===== src/rtl/inta_sequencer.sv =====
// Interrupt acknowledge sequencer: issues the two-pulse INTA handshake to the PIC,
// captures the vector on the second pulse and offers it to the host via valid/ready.
module inta_sequencer #(
    parameter int PULSE_CYCLES = 2,
    parameter int GAP_CYCLES   = 2
) (
    input  logic       clk,
    input  logic       reset,
    input  logic       INT,
    input  logic       if_enable,
    input  logic [7:0] data_in,
    output logic       INTA,
    output logic [7:0] vec_data,
    output logic       vec_valid,
    input  logic       vec_ready,
    output logic       busy,
    output logic [7:0] ack_count
);

    typedef enum logic [2:0] {
        S_IDLE     = 3'd0,
        S_PULSE1   = 3'd1,
        S_GAP      = 3'd2,
        S_PULSE2   = 3'd3,
        S_HOLD     = 3'd4,
        S_COOLDOWN = 3'd5
    } state_t;

    localparam logic [3:0] PULSE_LOAD = 4'(PULSE_CYCLES - 1);
    localparam logic [3:0] GAP_LOAD   = 4'(GAP_CYCLES - 1);

    state_t     state_q, state_d;
    logic [3:0] cnt_q, cnt_d;
    logic       int_meta_q, int_sync_q;
    logic       inta_q, inta_d;
    logic [7:0] vec_data_q, vec_data_d;
    logic       vec_valid_q, vec_valid_d;
    logic       busy_q, busy_d;
    logic [7:0] ack_q, ack_d;
    logic       cnt_zero_s;

    // Two-flop synchronizer for the asynchronous PIC request.
    always_ff @(posedge clk or posedge reset) begin
        if (reset) begin
            int_meta_q <= 1'b0;
            int_sync_q <= 1'b0;
        end else begin
            int_meta_q <= INT;
            int_sync_q <= int_meta_q;
        end
    end

    // State, shared timer and registered outputs.
    always_ff @(posedge clk or posedge reset) begin
        if (reset) begin
            state_q     <= S_IDLE;
            cnt_q       <= 4'd0;
            inta_q      <= 1'b1;
            vec_data_q  <= 8'h00;
            vec_valid_q <= 1'b0;
            busy_q      <= 1'b0;
            ack_q       <= 8'd0;
        end else begin
            state_q     <= state_d;
            cnt_q       <= cnt_d;
            inta_q      <= inta_d;
            vec_data_q  <= vec_data_d;
            vec_valid_q <= vec_valid_d;
            busy_q      <= busy_d;
            ack_q       <= ack_d;
        end
    end

    // Next-state logic; once PULSE1 is entered the sequence runs to HOLD unconditionally.
    always_comb begin
        state_d     = state_q;
        cnt_d       = cnt_q;
        vec_data_d  = vec_data_q;
        vec_valid_d = vec_valid_q;
        ack_d       = ack_q;
        cnt_zero_s  = (cnt_q == 4'd0);

        case (state_q)
            S_IDLE: begin
                if (int_sync_q && if_enable) begin
                    state_d = S_PULSE1;
                    cnt_d   = PULSE_LOAD;
                end else begin
                    state_d = S_IDLE;
                end
            end
            S_PULSE1: begin
                if (cnt_zero_s) begin
                    state_d = S_GAP;
                    cnt_d   = GAP_LOAD;
                end else begin
                    cnt_d = cnt_q - 4'd1;
                end
            end
            S_GAP: begin
                if (cnt_zero_s) begin
                    state_d = S_PULSE2;
                    cnt_d   = PULSE_LOAD;
                end else begin
                    cnt_d = cnt_q - 4'd1;
                end
            end
            S_PULSE2: begin
                if (cnt_zero_s) begin
                    state_d     = S_HOLD;
                    vec_data_d  = data_in;
                    vec_valid_d = 1'b1;
                    ack_d       = ack_q + 8'd1;
                end else begin
                    cnt_d = cnt_q - 4'd1;
                end
            end
            S_HOLD: begin
                if (vec_valid_q && vec_ready) begin
                    state_d     = S_COOLDOWN;
                    cnt_d       = GAP_LOAD;
                    vec_valid_d = 1'b0;
                end else begin
                    state_d = S_HOLD;
                end
            end
            S_COOLDOWN: begin
                if (cnt_zero_s) begin
                    state_d = S_IDLE;
                end else begin
                    cnt_d = cnt_q - 4'd1;
                end
            end
            default: begin
                state_d     = S_IDLE;
                cnt_d       = 4'd0;
                vec_valid_d = 1'b0;
            end
        endcase

        inta_d = !((state_d == S_PULSE1) || (state_d == S_PULSE2));
        busy_d = (state_d != S_IDLE);
    end

    assign INTA      = inta_q;
    assign vec_data  = vec_data_q;
    assign vec_valid = vec_valid_q;
    assign busy      = busy_q;
    assign ack_count = ack_q;

endmodule


===== config.mk =====
export PLATFORM = sky130hd
export DESIGN_NAME = inta_sequencer
export DESIGN_NICKNAME = d
export VERILOG_FILES = /design/src/rtl/inta_sequencer.sv
export SDC_FILE = /design/constraint.sdc
export NUM_CORES = 1
export LEC_CHECK = 0
export CAP_MARGIN = 10
export CORE_MARGIN = 5
export CORE_UTILIZATION = 40
export CTS_BUF_LIST = sky130_fd_sc_hd__clkbuf_16
export CTS_CLUSTER_SIZE = 40
export DETAILED_ROUTE_END_ITERATION = 6
export PLACE_DENSITY_LB_ADDON = 0.12
export SYNTH_ARGS = -nofsm -noshare
export SYNTH_HDL_FRONTEND = slang
export SYNTH_SLANG_ARGS = --single-unit

===== constraint.sdc =====
create_clock -name clk -period 2.15 [get_ports clk]
set_input_delay 0.43 -clock clk [delete_from_list [all_inputs] [get_ports clk]]
set_output_delay 0.43 -clock clk [all_outputs]
set_load 0.02 [all_outputs]

**After elaboration in Yosys (flattened, before gate mapping)**

Index checks and enable logic that the tools add are counted.
Widths: inputs -> output; s select.

- Flip-flop bits (word level): 28
- Bits of input ports: 13
- Output and inout port bits: 19
- Logic and storage cells: 51

- Add/subtract/negate cells: 2
- Equal/unequal tests: 11
- Multiplexer cells: 15
- Bitwise logic cells: 1
- Reductions and logical operators: 13

Operators by type and width:

| kind | count |
|---|---|
| $pmux 3 s6 | 1 |
| $mux 4 | 4 |
| $pmux 4 s4 | 1 |
| $mux 3 | 4 |
| $eq 3x2->1 const B | 3 |
| $add 8x1->8 const B | 1 |
| $ne 2x2->1 const B | 4 |
| $eq 3x1->1 const B | 2 |
| $eq 3x3->1 const B | 2 |
| $reduce_and 3->1 | 2 |
| $logic_not 4->1 | 1 |
| $mux 1 | 4 |
| $reduce_or 2->1 | 2 |
| $reduce_or 4->1 | 1 |
| $sub 4x1->4 const B | 1 |
| $logic_not 3->1 | 1 |
| $pmux 1 s3 | 1 |
| $reduce_bool 3->1 | 1 |
| $logic_and 1x1->1 | 2 |
| $reduce_and 2->1 | 1 |
| $logic_not 1->1 | 1 |
| $logic_or 1x1->1 | 1 |
| $not 1->1 | 1 |

**Longest topological paths before layout**

- Depth in word-level cells: 6
- Gate-level depth with buffers: 6
- Depth with buffers taken out: 5

**Worst setup path before layout**

No wires, ideal clock.

- Kind: register to register
- Start: register cnt_q[0]
- End: register ack_q[1] (netlist: ack_count[1])
- Setup time: 125 ps
- Arrival: 1378 ps
- Data required time: 2025 ps
- Path slack: 647 ps
- Stages on the path, launching flop included: 7
- Buffers on the path: 1
- Period minus slack after synthesis: 1503 ps
- Cells stage by stage: dfrtp_1 inv_1 ha_1 and4bb_1 nand2_1 buf_6 mux2_4

- Word-level cells in the longest chain between the ends: 2

Ends and longest elaborated chain:

| what | RTL line | text |
|---|---|---|
| start, declared | 33 | `logic [3:0] cnt_q, cnt_d;` |
| start signal, assigned | 65 | `cnt_q <= cnt_d;` |
| $logic_not 4->1 | 81 | `cnt_zero_s = (cnt_q == 4'd0);` |
| $reduce_and 2->1 (no source line) | -- |  |
| end signal, assigned | 70 | `ack_q <= ack_d;` |
| end, declared | 39 | `logic [7:0] ack_q, ack_d;` |

No other way between the ends.
A chain may end at the register's enable or synchronous reset.

**Final worst setup path**

- Start: register ack_q[2] (netlist: ack_count[2])
- End: output port ack_count[2]

RTL lines:

| what | RTL line | text |
|---|---|---|
| end, declared | 17 | `output logic [7:0] ack_count` |

No word-level cell between the ends.

==> implementation parameters <==
Parameter                              Value

Worst hold path
  Hold wc startpoint ... int_meta_q
  Worst Hold Path EP ... int_sync_q
  Number of stages on the worst hold path ... 0
  Worst min-delay path category ... reg -> reg

Clocking
  # Post-CTS Setup Buffers ... 0
  Clock-pin slew reported for the worst setup and hold paths after clock tree synthesis ... 0.07 ns
  CTS Root Buffer Type ... sky130_fd_sc_hd__clkbuf_16
  CTS tree ... done
  TritonCTS Buffers ... 3
  Cts hold-fix bufs ... 0
  PostCTS Resize Cnt ... 0
  H-tree depth ... 1
  Clk buf depth ... 2
  Clock tree sinks ... 28
  Clock insertion delay at the later pin of the skew report ... 0.26 ns

Critical path
  Beginning of the worst register-to-register path ... cnt_q[0]
  Top delay family on crit path ... buffers and inverters
  Critical Path End Type ... primary output
  Worst path arrival time ... 1.36 ns
  Critical path fanouts, max ... 7
  Number of buffers and inverters on the critical path ... 1
  Terminus of the critical flop-to-flop path ... vec_data[7]
  Number of cells on the worst reg-to-reg path ... 6
  Crit path kind ... reg -> out
  Critical Path Start Type ... register
  Flop2flop setup slack ... 0.46 ns
  Crit path required time ... 1.72 ns
  Critical path, cell by cell ... clkdlybuf4s50_1
  Largest stage delay, worst path ... 0.64 ns
  Crit path max-delay cell type ... sky130_fd_sc_hd__clkdlybuf4s50_1

Yosys
  Synthesized flop and latch total ... 28
  Syn_nets ... 130
  Cell Area, Synth ... 1330 sq um
  Synthesis Warnings ... 0
  Synthesized area per cell ... 11.7 sq um
  Sequential fraction of the synthesis area ... 52.6%
  Number of distinct standard cells referenced by the synthesized netlist ... 34
  Synthesized instance count ... 114

Final layout
  Final core area utilization ... 54.5%
  Fraction of final layout cells with drive strength greater than 1 ... 12.8%
  Post-layout net count ... 166
  Antenna Diode Count ... 0
  Post-synthesis to final-layout area growth ... 34.1%
  Number of fill cells ... 306

GRT
  Global-route wire length before repair ... 4730 um
  GRT Residual Overflow ... 0
  Via count of the first global-routing pass ... 977
  Initial antenna violation count ... 0
  GRT Total Usage ... 13.6%
  Pin count of the biggest net entering global routing ... 29

Floorplan
  Die Ht ... 67.7 um
  I/O Pins ... 32
  Area of the die ... 4590 sq um
  Effective utilization at floorplan ... 40.6%
  Horizontal die dimension ... 67.7 um
  Area of the core ... 3280 sq um
  Site Rows ... 21

Route
  Number of vias per cell after detailed routing ... 5.05
  DR WL/cell ... 14.6 um
  Detailed Route Iter0 Violations ... 43
  Routed WL ... 2850 um
  Via total after detailed routing ... 985
  ANT nets after route ... 0
  DR DRC count ... 0
  1st-pass router iterations ... 4

Timing
  RSZ-0062 raised after global routing ... false
  Crit path setup slack, layout ... 0.359 ns
  Transition at the pin with the smallest max-transition slack ... 0.414 ns
  Number of failing setup endpoints in the final timing report ... 0
  Final-layout worst hold slack ... 0.352 ns
  Layout Skew ... 0.00394 ns
  Final worst-path cycle share ... 83.3%
  Fmax achieved ... 558 MHz
  Hold Fails Final Rpt ... 0
  Tightest slew margin relative to the limit ... 72.4%
  Setup Total Neg Slack ... 0 ns
  Minimum clock period after layout ... 1.79 ns
  Final-report max-slew violation count ... 0

Power and ir drop
  Leakage Power ... 0.797 nW
  Largest voltage drop on the vdd net ... 0.586 mV
  Power per Cell Area ... 1410 nW/um^2

Placed design
  Pre-CTS worst setup slack ... 0.466 ns
  Placer Congestion ... 0.856
  Buffers on Ports ... 31
  Half-perimeter wire length after placement ... 2020 um

Job
  Number of maximum-capacitance violations ... 0

Status
  Run status ... complete, no violations
[worst max-delay path by stage]
stage                       from           end  slack, ns  depth (start not counted)
global placement       vec_ready      cnt_q[2]       0.51                          4
finish              ack_count[2]  ack_count[2]       0.36                          1
floorplan               cnt_q[0]  ack_count[1]       0.65                          6
global route        ack_count[2]  ack_count[2]       0.32                          1
detailed placement     vec_ready      cnt_q[1]       0.47                          4
CTS                 ack_count[2]  ack_count[2]       0.35                          1
[stage by stage]
step | area (sq um) | total power (W) | instances
after floorplan | 1330 | 0.00165 | 114
after global placement | 1710 | 0.00209 | 191
after detailed placement | 1710 | 0.00211 | 191
after CTS | 1790 | 0.00255 | 195
after global routing | 1790 | 0.00270 | 195
final | 1790 | 0.00253 | 195
[registers in the layout (all words and copies together) (netlist names)]
register    cells
int_sync_q      1
busy            1
int_meta_q      1
vec_data        8
cnt_q           4
ack_count       8
state_q         3
INTA            1
vec_valid       1
[synth_stat cells (all sizes together)]
master	instances	area share [%]
dfrtp	27	51
mux2	9	9.9
xnor2	8	5.3
inv	7	2.0
a21oi	6	2.3
nand3	6	2.3
nand2	5	1.4
o21ai	5	1.9
and3	4	1.9
nand4	4	1.9
buf	3	1.6
ha	3	2.8
nor2b	3	1.4
and4	2	1.3
clkbuf	2	0.56
nor2	2	0.56
o211ai	2	1.1
o221ai	2	1.3
a211oi	1	0.56
a21boi	1	0.56
a22o	1	0.66
a32oi	1	0.66
and4bb	1	0.94
dfstp	1	2.0
nand2b	1	0.47
nand4bb	1	0.84
nor3	1	0.37
o211a	1	0.75
o22ai	1	0.47
or2	1	0.47
or3b	1	0.66
xor2	1	0.66
[final cells by class]
cell class,instances,area (sq um),area share [%]
clock buffers,3,75.1,4.20
clock inverters,1,3.75,0.210
inverters,7,26.3,1.47
multi-input cells,74,577,32.2
flip-flops and latches,28,702,39.2
well taps,46,57.6,3.22
repair buffers,36,348,19.4
[metal layers]
layer | track usage, % | wire length (um) | vias up
met5 | 0 | 0 | -
met4 | 5.82 | 31 | 0
met3 | 2.00 | 160 | 4
met2 | 19.6 | 1270 | 41
met1 | 20.1 | 1380 | 461
li1 | - | - | 479
[cells in the final DEF, fill, tap and decap left out, types with 2 or more instances in the layout]
master | netlist | layout
sky130_fd_sc_hd__o21ai_0 | 5 | 5
sky130_fd_sc_hd__and3_1 | 4 | 4
sky130_fd_sc_hd__nor2_1 | 2 | 2
sky130_fd_sc_hd__ha_1 | 3 | 3
sky130_fd_sc_hd__xnor2_1 | 8 | 8
sky130_fd_sc_hd__nand3_1 | 6 | 6
sky130_fd_sc_hd__mux2_4 | 8 | 8
sky130_fd_sc_hd__nand2_1 | 5 | 5
sky130_fd_sc_hd__buf_4 | 0 | 5
sky130_fd_sc_hd__clkbuf_16 | 0 | 3
sky130_fd_sc_hd__a21oi_1 | 6 | 6
sky130_fd_sc_hd__clkdlybuf4s50_1 | 0 | 31
sky130_fd_sc_hd__o221ai_1 | 2 | 2
sky130_fd_sc_hd__dfrtp_1 | 27 | 27
sky130_fd_sc_hd__and4_1 | 2 | 2
sky130_fd_sc_hd__inv_1 | 7 | 7
sky130_fd_sc_hd__o211ai_1 | 2 | 2
sky130_fd_sc_hd__nand4_1 | 4 | 4
sky130_fd_sc_hd__nor2b_1 | 3 | 3
[logic make-up after synthesis]
family,count (synthesis),synth area share [%]
AO/OA/AOI/OAI,21,10.2
AND/OR/NAND/NOR,32,14.4
XOR/XNOR,9,5.91
flip-flops,28,52.6
adder cells (fa/ha/maj),3,2.81
buffers and inverters,12,4.13
multiplexers,9,9.85
[report_power, final]
part	internal, W	total, W	switching, W
clock	0.000249	0.000420	0.000171
combinational	0.000616	0.00118	0.000563
sequential	0.000732	0.000930	0.000197
total	0.00160	0.00253	0.000932
No activity file was read; power rests on OpenSTA's default activity.
